## config.mk

```make
export PLATFORM = sky130hd
export DESIGN_NAME = frame_generator_mb
export DESIGN_NICKNAME = d
export VERILOG_FILES = /design/src/rtl/frame_generator_mb.sv
export SDC_FILE = /design/constraint.sdc
export NUM_CORES = 2
export LEC_CHECK = 0
export BUFFER_PORTS_ARGS = -buffer_cell sky130_fd_sc_hd__buf_2
export CORE_MARGIN = 2
export CORE_UTILIZATION = 63
export CTS_CLUSTER_DIAMETER = 80
export DETAILED_ROUTE_END_ITERATION = 16
export GPL_TIMING_DRIVEN = 0
export PLACE_DENSITY_LB_ADDON = 0.12
export SYNTH_ARGS = -nofsm -noshare
export SYNTH_HDL_FRONTEND = slang
export SYNTH_SLANG_ARGS = --single-unit
```

## constraint.sdc

```tcl
create_clock -name clk -period 9.7 [get_ports clk]
set_input_delay 0.97 -clock clk [delete_from_list [all_inputs] [get_ports clk]]
set_output_delay 0.97 -clock clk [all_outputs]
set_load 0.05 [all_outputs]
```

## src/rtl/frame_generator_mb.sv

```systemverilog
// Multi-lane AXI-Stream Ethernet test-frame source programmed over an 8-bit Avalon-MM slave.
// Frames are preamble/SFD, header and payload (from a buffer or a counting pattern), with a gap between frames.
module frame_generator_mb #(
  parameter int DATA_BYTES    = 2,
  parameter int PAYLOAD_DEPTH = 256,
  parameter int FCOUNT_W      = 16
) (
  input  logic                    clk,
  input  logic                    reset,
  input  logic [7:0]              writedata,
  input  logic                    write,
  input  logic                    chipselect,
  input  logic [7:0]              address,
  input  logic                    read,
  output logic [7:0]              readdata,
  output logic [8*DATA_BYTES-1:0] egress_port_tdata,
  output logic [DATA_BYTES-1:0]   egress_port_tkeep,
  output logic                    egress_port_tlast,
  output logic                    egress_port_tvalid,
  input  logic                    egress_port_tready
);

  localparam int PA_W = $clog2(PAYLOAD_DEPTH);
  localparam int DW   = 8 * DATA_BYTES;
  localparam logic [15:0]         DB16     = 16'(DATA_BYTES);
  localparam logic [15:0]         DEPTH16  = 16'(PAYLOAD_DEPTH);
  localparam logic [PA_W:0]       PTR_FULL = (PA_W+1)'(PAYLOAD_DEPTH);
  localparam logic [PA_W:0]       PTR_ONE  = (PA_W+1)'(1);
  localparam logic [FCOUNT_W-1:0] FS_ONE   = FCOUNT_W'(1);

  typedef enum logic [1:0] {ST_IDLE, ST_SEND, ST_GAP} state_t;
  state_t state, state_nxt;

  logic [7:0]          regs [20];
  logic [7:0]          pbuf [PAYLOAD_DEPTH];
  logic [PA_W:0]       wr_ptr;
  logic                wr_err, buf_full, busy;
  logic                wr_en, rd_en, ctrl_wr, data_wr, en_rise;
  logic [15:0]         fcount16, fs16;
  logic [FCOUNT_W-1:0] fcount, frames_sent;
  logic                start_ok, hs, last_beat, load_snap;
  logic [7:0]          snap_hdr [16];
  logic [15:0]         snap_len, snap_le, total, byte_idx;
  logic                snap_pat;
  logic [7:0]          snap_fs, gap_cnt;
  logic [31:0]         checksum, csum_acc, beat_sum;
  logic [15:0]         lane_k [DATA_BYTES];
  logic [7:0]          lane_byte [DATA_BYTES];
  logic [DATA_BYTES-1:0] lane_vld;

  assign wr_en    = chipselect && write;
  assign rd_en    = chipselect && read;
  assign ctrl_wr  = wr_en && (address == 8'd19);
  assign data_wr  = wr_en && (address == 8'd32);
  assign en_rise  = ctrl_wr && writedata[0] && !regs[19][0];
  assign buf_full = (wr_ptr == PTR_FULL);
  assign busy     = (state != ST_IDLE);
  assign fcount16 = {regs[18], regs[17]};
  assign fcount   = fcount16[FCOUNT_W-1:0];
  assign fs16     = 16'(frames_sent);
  assign start_ok = regs[19][0] && ((fcount == '0) || (frames_sent < fcount));
  assign hs       = (state == ST_SEND) && egress_port_tready;
  assign snap_le  = (snap_len > DEPTH16) ? DEPTH16 : snap_len;
  assign total    = 16'd24 + snap_le;
  assign last_beat = (byte_idx + DB16) >= total;
  assign load_snap = (state_nxt == ST_SEND) && (state != ST_SEND);

  // CTRL bit2 is an action, so it is never stored; bit3 is stored but only acts on the write
  always_ff @(posedge clk) begin
    if (reset) begin
      for (int i = 0; i < 20; i++) regs[i] <= 8'h00;
      wr_ptr <= '0;
      wr_err <= 1'b0;
    end else if (wr_en) begin
      if (address < 8'd19) regs[address[4:0]] <= writedata;
      if (ctrl_wr) begin
        regs[19] <= writedata & 8'hFB;
        if (writedata[2]) wr_ptr <= '0;
        if (writedata[3]) wr_err <= 1'b0;
      end
      if (data_wr) begin
        if (busy) wr_err <= 1'b1;
        else if (!buf_full) wr_ptr <= wr_ptr + PTR_ONE;
      end
    end
  end

  always_ff @(posedge clk) begin
    if (!reset && data_wr && !busy && !buf_full) pbuf[wr_ptr[PA_W-1:0]] <= writedata;
  end

  always_ff @(posedge clk) begin
    if (reset) begin
      readdata <= 8'h00;
    end else if (rd_en) begin
      case (address)
        8'd20:   readdata <= {5'b0, wr_err, buf_full, busy};
        8'd21:   readdata <= checksum[7:0];
        8'd22:   readdata <= checksum[15:8];
        8'd23:   readdata <= checksum[23:16];
        8'd24:   readdata <= checksum[31:24];
        8'd25:   readdata <= fs16[7:0];
        8'd26:   readdata <= fs16[15:8];
        default: readdata <= (address < 8'd20) ? regs[address[4:0]] : 8'h00;
      endcase
    end else begin
      readdata <= 8'h00;
    end
  end

  // A gap of IFG cycles ends straight into the next frame so IFG>0 gives exactly IFG idle beats
  always_comb begin
    state_nxt = state;
    case (state)
      ST_IDLE: if (start_ok) state_nxt = ST_SEND;
      ST_SEND: if (hs && last_beat) state_nxt = (regs[16] != 8'd0) ? ST_GAP : ST_IDLE;
      ST_GAP:  if (gap_cnt == 8'd0) state_nxt = start_ok ? ST_SEND : ST_IDLE;
      default: state_nxt = ST_IDLE;
    endcase
  end

  always_comb begin
    beat_sum = 32'd0;
    for (int j = 0; j < DATA_BYTES; j++) begin
      lane_k[j]    = byte_idx + 16'(j);
      lane_vld[j]  = lane_k[j] < total;
      lane_byte[j] = 8'h00;
      if (lane_vld[j]) begin
        if (lane_k[j] < 16'd7)       lane_byte[j] = 8'hAA;
        else if (lane_k[j] == 16'd7) lane_byte[j] = 8'hAB;
        else if (lane_k[j] < 16'd24) lane_byte[j] = snap_hdr[4'(lane_k[j] - 16'd8)];
        else begin
          lane_byte[j] = snap_pat ? (lane_k[j][7:0] - 8'd24 + snap_fs)
                                  : pbuf[PA_W'(lane_k[j] - 16'd24)];
          beat_sum = beat_sum + {24'h0, lane_byte[j]};
        end
      end
    end
  end

  always_comb begin
    egress_port_tdata = '0;
    egress_port_tkeep = '0;
    for (int j = 0; j < DATA_BYTES; j++) begin
      if (state == ST_SEND) begin
        egress_port_tdata[DW-1-8*j -: 8]   = lane_byte[j];
        egress_port_tkeep[DATA_BYTES-1-j] = lane_vld[j];
      end
    end
  end

  assign egress_port_tvalid = (state == ST_SEND);
  assign egress_port_tlast  = (state == ST_SEND) && last_beat;

  always_ff @(posedge clk) begin
    if (reset) begin
      state       <= ST_IDLE;
      byte_idx    <= '0;
      gap_cnt     <= '0;
      snap_len    <= '0;
      snap_pat    <= 1'b0;
      snap_fs     <= '0;
      for (int i = 0; i < 16; i++) snap_hdr[i] <= 8'h00;
      csum_acc    <= '0;
      frames_sent <= '0;
      checksum    <= '0;
    end else begin
      state <= state_nxt;
      // header snapshot is stored in wire order: length goes out high byte first
      if (load_snap) begin
        byte_idx <= '0;
        csum_acc <= '0;
        for (int i = 0; i < 12; i++) snap_hdr[i] <= regs[i];
        snap_hdr[12] <= regs[13];
        snap_hdr[13] <= regs[12];
        snap_hdr[14] <= regs[14];
        snap_hdr[15] <= regs[15];
        snap_len <= {regs[13], regs[12]};
        snap_pat <= regs[19][1];
        snap_fs  <= frames_sent[7:0];
      end else if (hs) begin
        byte_idx <= byte_idx + DB16;
        csum_acc <= csum_acc + beat_sum;
      end
      if (hs && last_beat) gap_cnt <= regs[16] - 8'd1;
      else if ((state == ST_GAP) && (gap_cnt != 8'd0)) gap_cnt <= gap_cnt - 8'd1;
      if (en_rise) begin
        frames_sent <= '0;
        checksum    <= '0;
      end else if (hs && last_beat) begin
        frames_sent <= frames_sent + FS_ONE;
        checksum    <= csum_acc + beat_sum;
      end
    end
  end

endmodule

```

After elaboration in Yosys (flattened, before gate mapping)
Memories as Yosys holds them, arrays and structs flattened.
Cells that the tools add are included.
{"block": "totals", "reg_bits": 149, "latch_bits": 0, "ramBits": 2336, "mem_bits_ro": 0, "inputBits": 22, "output_inout_bits": 28, "word_cells": 185, "memories": 3}
{"block": "op_classes", "addsub": 17, "mul": 0, "div_mod_pow": 0, "order_cmp": 11, "n_eq_ne": 16, "n_shift": 0, "n_mux": 77, "bitwise": 18, "reduce_logical": 31}
{"memory": "pbuf", "words": 256, "word_bits": 8, "rd": 2, "rd_clocked_by_memory_dff": 0, "write_ports": 1, "line_no": "35", "source": "logic [7:0] pbuf [PAYLOAD_DEPTH];"}
{"memory": "regs", "words": 20, "word_bits": 8, "rd": 21, "rd_clocked_by_memory_dff": 0, "write_ports": 20, "line_no": "34", "source": "logic [7:0] regs [20];"}
{"memory": "snap_hdr", "words": 16, "word_bits": 8, "rd": 2, "rd_clocked_by_memory_dff": 0, "write_ports": 16, "line_no": "42", "source": "logic [7:0] snap_hdr [16];"}
{"cell": "8-bit two-way mux", "count": 37}
{"cell": "32-bit two-way mux", "count": 4}
{"cell": "8-bit by 5-bit == test with 1-bit output (second input constant)", "count": 8}
{"cell": "8-bit one-hot mux with 7 select lines", "count": 1}
{"cell": "16-bit < comparator", "count": 3}
{"cell": "9-bit two-way mux", "count": 5}
{"cell": "16-bit by 1-bit adder with 16-bit output (second input constant)", "count": 2}
{"cell": "32-bit adder", "count": 1}
{"cell": "32-bit by 8-bit adder with 32-bit output", "count": 1}
{"cell": "16-bit by 3-bit == test with 1-bit output (second input constant)", "count": 2}
{"cell": "16-bit by 3-bit < comparator with 1-bit output (second input constant)", "count": 2}
{"cell": "16-bit by 5-bit < comparator with 1-bit output (second input constant)", "count": 2}
{"cell": "8-bit by 5-bit subtractor with 8-bit output (second input constant)", "count": 4}
{"cell": "1-bit two-way mux", "count": 23}
{"cell": "1-bit OR", "count": 17}
{"cell": "16-bit by 2-bit adder with 16-bit output (second input constant)", "count": 1}
{"cell": "5-bit by 16-bit adder with 16-bit output (first input constant)", "count": 1}
{"cell": "8-bit adder", "count": 2}
{"cell": "16-bit greater-or-equal comparator", "count": 1}
{"cell": "16-bit by 9-bit greater-than comparator with 1-bit output (second input constant)", "count": 1}
{"cell": "16-bit zero test", "count": 1}
{"cell": "8-bit by 5-bit < comparator with 1-bit output (second input constant)", "count": 2}
{"cell": "16-bit two-way mux", "count": 1}
{"cell": "8-bit nonzero test", "count": 2}
{"cell": "20 further kinds", "count": 46}

Logic depth before layout (Yosys ltp)
{"block": "depth", "ltp_word": 13, "depth_mapped": 37}

Worst setup path before layout
OpenSTA, ideal clock, no wires.
{"block": "synth_timing", "kind": "reg2reg", "start": "reg byte_idx[3]", "end": "reg csum_acc[23]", "arrival_time_ps": 7443, "t_required_ps": 9383, "path_slack_ps": 1941, "stages_incl_launch_ff": 35, "synth_period_minus_slack_ps": 7759, "cell_sequence": "dfxtp_1 -> buf_2 -> buf_4 -> inv_1 -> clkbuf_1 -> buf_2 -> clkbuf_1 -> ha_1 -> buf_2 -> buf_2 -> clkbuf_1 -> clkbuf_1 -> clkbuf_1 -> mux4_2 -> mux2_2 -> o211ai_2 -> nor2_1 -> ha_1 -> a21o_1 -> maj3_2 -> maj3_2 -> a21o_1 -> xnor2_1 -> o22ai_1 -> ha_1 -> inv_1 -> o21bai_1 -> a21oi_1 -> o21ai_1 -> and4_1 -> clkbuf_1 -> clkbuf_1 -> nand4_1 -> xor2_1 -> nor2_1"}
{"block": "synth_via", "elab_chain_cells": 13, "elab_cells_between_ends": 36, "cone_classes": "10 x add/sub; 7 x order compare; 3 x eq/ne; 12 x mux; 3 x reduce/logical; 1 x memory"}
{"element": "start, declared", "line_no": "43", "source": "logic [15:0] snap_len, snap_le, total, byte_idx;"}
{"element": "start signal, assigned", "line_no": "182", "source": "byte_idx <= byte_idx + DB16;"}
{"element": "branches (longest 13 deep; another with 32-bit by 8-bit adder with 32-bit output)"}
{"element": "end signal, assigned", "line_no": "183", "source": "csum_acc <= csum_acc + beat_sum;"}
{"element": "end, declared", "line_no": "46", "source": "logic [31:0] checksum, csum_acc, beat_sum;"}
Parallel ways; which one is timed is not known.
A chain may end at the register's enable or synchronous reset.

Worst setup path after layout
{"block": "layout_timing", "start": "reg byte_idx[2]", "end": "reg checksum[31]"}
{"block": "layout_via", "elab_chain_cells": 13, "elab_cells_between_ends": 31, "cone_classes": "10 x add/sub; 7 x order compare; 2 x eq/ne; 10 x mux; 1 x reduce/logical; 1 x memory"}
{"element": "branches (longest 13 deep; another with 32-bit by 8-bit adder with 32-bit output)"}
{"element": "end signal, assigned", "line_no": "192", "source": "checksum <= csum_acc + beat_sum;"}
{"element": "end, declared", "line_no": "46"}
Parallel ways; which one is timed is not known.

==> out/metrics.yaml <==
die_area_um2: 167000
synth_ff_type: "edfxtp_1"
yosys-top-cells-area: "edfxtp_1 (69%), mux4_2 (15%), dfxtp_1 (2.9%)"
synthCells: 5562
ys_types: 87
cpPeakStageDelay_ns: 1.02
io_pins: 50
grt_overflow: 0
crit_top_cell: "buf_4"
worstHoldEndpoint: "csum_acc[7]"
violations: "max-capacitance violations, max-slew violations"
comb_power_share_pct: 3.8
fp.dieW_um: 409
synth_most_common_cell: "edfxtp_1"
grt_pass1_vias: 56872
vias: 58834
arrival_ns: 10.42
reg2reg_slack_ns: 0.07
crit_type: "register to register"
synth_common_cells: "edfxtp_1 (2360), mux4_2 (702), nor2_1 (464)"
ctsLongestPathBuffers: 3
setup_violations: 0
regArea_um2: 73800
skew_ns: 0.0442
cts_hold_buf: 0
worstMarginPinSlew_ns: 1.70
hpwlAfterDp_mm: 215
grt_max_degree: 175
timing.rr.end: "checksum[31]"
area_growth_pct: 11.2
leakage_nw: 36.2
seq_power_share_pct: 53.9
grt_pass1_wl_mm: 440
hold_viol: 0
synth-seq-cells: 2508
required_ns: 10.48
drv_slew: 5
final_cell_count_no_fill: 8282
crit_family: "buffers and inverters"
wl_per_cell_um: 38.5
start_util_pct: 63.5
power_density_nw_per_um2: 194
synth_area_leader_cell: "edfxtp_1"
fin_crit_ns: 9.63
synth_top_area_share_pct: 68.6
tritoncts_num_sinks: 2508
final_core_util_pct: 70.6
dr.pass1.iters: 8
yosys_warnings: 0
netlist_area_um2: 103000
die_h_um: 409
ys_seq_area_share_pct: 71.4
critPathSlowestCell: "buf_1"
min_path_cells: 2
rr_worst_depth: 27
p_int_w: 0.0175
port_buffers: 48
drcViolationCount: 0
clk_transition_reported_paths_ns: 0.06
placedCellCount: 7833
end_kind: "register"
cts_root_buffer: "clkbuf_16"
critical_path.startpoint_type: "register"
rows: 148
min_from: "csum_acc[7]"
finalNetCount: 6002
hold_class: "register to register"
vias_per_cell: 7.10
htree_levels: 4
vdd_drop_max_mv: 0.274
switchingPower_w: 0.00476
syn_area_per_cell_um2: 18.6
synth_edf_count: 2360
crit_fanout: 10
period_share_pct: 99.3
cts-buffers-inserted: 238
synthArstFlopShare_pct: 0
drt_wl_total_mm: 319
grtUsageTotal_pct: 38.5
outcome: "finished, violations left"
fillers: 10006
switching_share_pct: 21.4
antenna_left: 0
r2r_start: "byte_idx[2]"
place.gp.congestion: 1.02
clk_latency_ns: 0.91
cp_num_buf_inv: 8
drive_gt1_share_pct: 21.9
drv_cap: 2
grt_antenna_before_repair: 10
tritoncts: "done"
power.clock.fraction_pct: 42.3
coreArea_um2: 163000
slew_headroom_pct: -14.1
drt_iter0_markers: 10439
multiInputGateArea_um2: 27900
max_freq_ghz: 0.104
-- worst max-delay path by stage --
stage                      startpoint      endpoint  slack [ns]  depth (start not counted)
after floorplan           byte_idx[3]  csum_acc[23]        1.94                         34
after global placement    byte_idx[3]  csum_acc[27]       -3.61                         35
after detailed placement  byte_idx[3]  checksum[31]       -3.28                         36
after CTS                 byte_idx[3]  checksum[31]        0.06                         33
after global routing      byte_idx[2]  checksum[27]       -0.03                         27
final                     byte_idx[2]  checksum[31]        0.07                         27
-- area by class of cell --
type	count	area share, %
Inverter	69	0.229
Buffer	321	1.48
Clock buffer	284	5.40
Antenna cell	2	0.00435
Clock inverter	164	1.40
Tap cell	2175	2.37
Timing Repair Buffer	65	0.583
Multi-Input combinational cell	2694	24.3
Sequential cell	2508	64.2
-- worst register-to-register path, cell delays in order, from the launching register on --
cell,delay [ns]
dfxtp_1,0.46
buf_4,0.28
buf_4,0.31
buf_4,0.43
buf_4,0.34
buf_2,0.35
buf_1,1.02
mux4_2,0.44
mux4_2,0.53
mux4_2,0.56
mux2i_1,0.65
o21ai_0,0.50
ha_1,0.54
a21oi_1,0.09
o21ai_0,0.23
a22oi_1,0.17
o31ai_1,0.13
a21oi_1,0.07
a31oi_1,0.45
ha_1,0.32
nand4_1,0.17
o21ai_4,0.28
and4_1,0.22
clkbuf_1,0.21
clkbuf_2,0.28
nand2_1,0.09
xor2_1,0.17
a211oi_1,0.24
-- what timing repair did --
action                                 CTS  global route
buffers inserted                         1             0
endpoints found under the hold margin    0             0
gates resized for setup                 52            25
setup endpoints to repair               76            26
-- cells in the final DEF (no fill, tap or decap), drive strengths merged, types with 7 or more instances in the layout --
master,Yosys,layout
ha,79,79
nor4,17,17
mux4,704,704
or3,8,8
a211oi,38,38
a31oi,12,12
nor2,464,464
o21bai,8,8
o21ai,80,80
nand3,63,63
nand4,23,23
nor3,33,33
xnor2,73,73
a221oi,8,8
clkinv,2,120
edfxtp,2360,2360
mux2i,78,78
dfxtp,148,148
and2,253,253
and3,18,18
a22oi,25,25
buf,164,214
o211ai,9,9
mux2,28,28
o22ai,9,9
nand3b,8,8
bufinv,0,28
a31o,11,11
clkbuf,160,450
nor3b,7,7
a21oi,93,93
conb,2,35
a21o,23,23
xor2,57,57
nand2b,12,12
nand2,250,250
nor2b,84,84
clkinvlp,0,8
inv,67,77
-- cell families (layout without fill, tap and decap cells) --
| kind of cell | count (synthesis) | count (layout) | share of synthesized area (%) |
|---|---|---|---|
| flip-flops | 2508 | 2508 | 71.4 |
| AND/OR/NAND/NOR | 1261 | 1261 | 5.86 |
| multiplexers | 810 | 810 | 16.4 |
| buffers and inverters | 393 | 903 | 1.76 |
| AO/OA/AOI/OAI | 373 | 373 | 2.39 |
| XOR/XNOR | 130 | 130 | 1.11 |
| adder cells (fa/ha/maj) | 85 | 85 | 1.06 |
| other | 2 | 37 | 0.00726 |
-- state kept, by name, indices dropped and copies added (netlist names) --
register	flops
byte_idx	15
snap_fs	8
snap_hdr	128
frames_sent	16
wr_ptr	9
checksum	32
csum_acc	32
state	2
pbuf	2048
readdata	8
snap_len	16
wr_err	1
regs	184
gap_cnt	8
snap_pat	1
-- metrics by stage --
stage	total power, W	setup TNS (ns)	worst slack (ns)	hold WS, ns	area [um2]
final	0.0223	0	0.0670	0.461	115000
after global routing	0.0227	-0.0268	-0.0268	0.496	115000
after CTS	0.0222	0	0.0624	0.462	115000
after detailed placement	0.0130	-151.04	-3.28	0.454	107000
after global placement	0.0130	-162.05	-3.61	0.447	106000
after floorplan	0.0126	0	1.94	0.433	104000
-- routing by layer --
metal  part of all wire (%)  routed length, um  global-route usage (%)
met4                    6.4              20300                    20.1
met3                     14              43500                    11.6
met2                     44             140000                    55.7
met5                  0.019                 60                       0
met1                     36             114000                    53.7
-- power groups by stage --
stage	clock, W	sequential, W	combinational [W]
detailed placement	0	0.0122	0.000820
global placement	0	0.0123	0.000782
CTS	0.00940	0.0120	0.000825
finish	0.00943	0.0120	0.000847
global route	0.00979	0.0120	0.000875
floorplan	0	0.0122	0.000422
(Power assumes the default switching activity.)
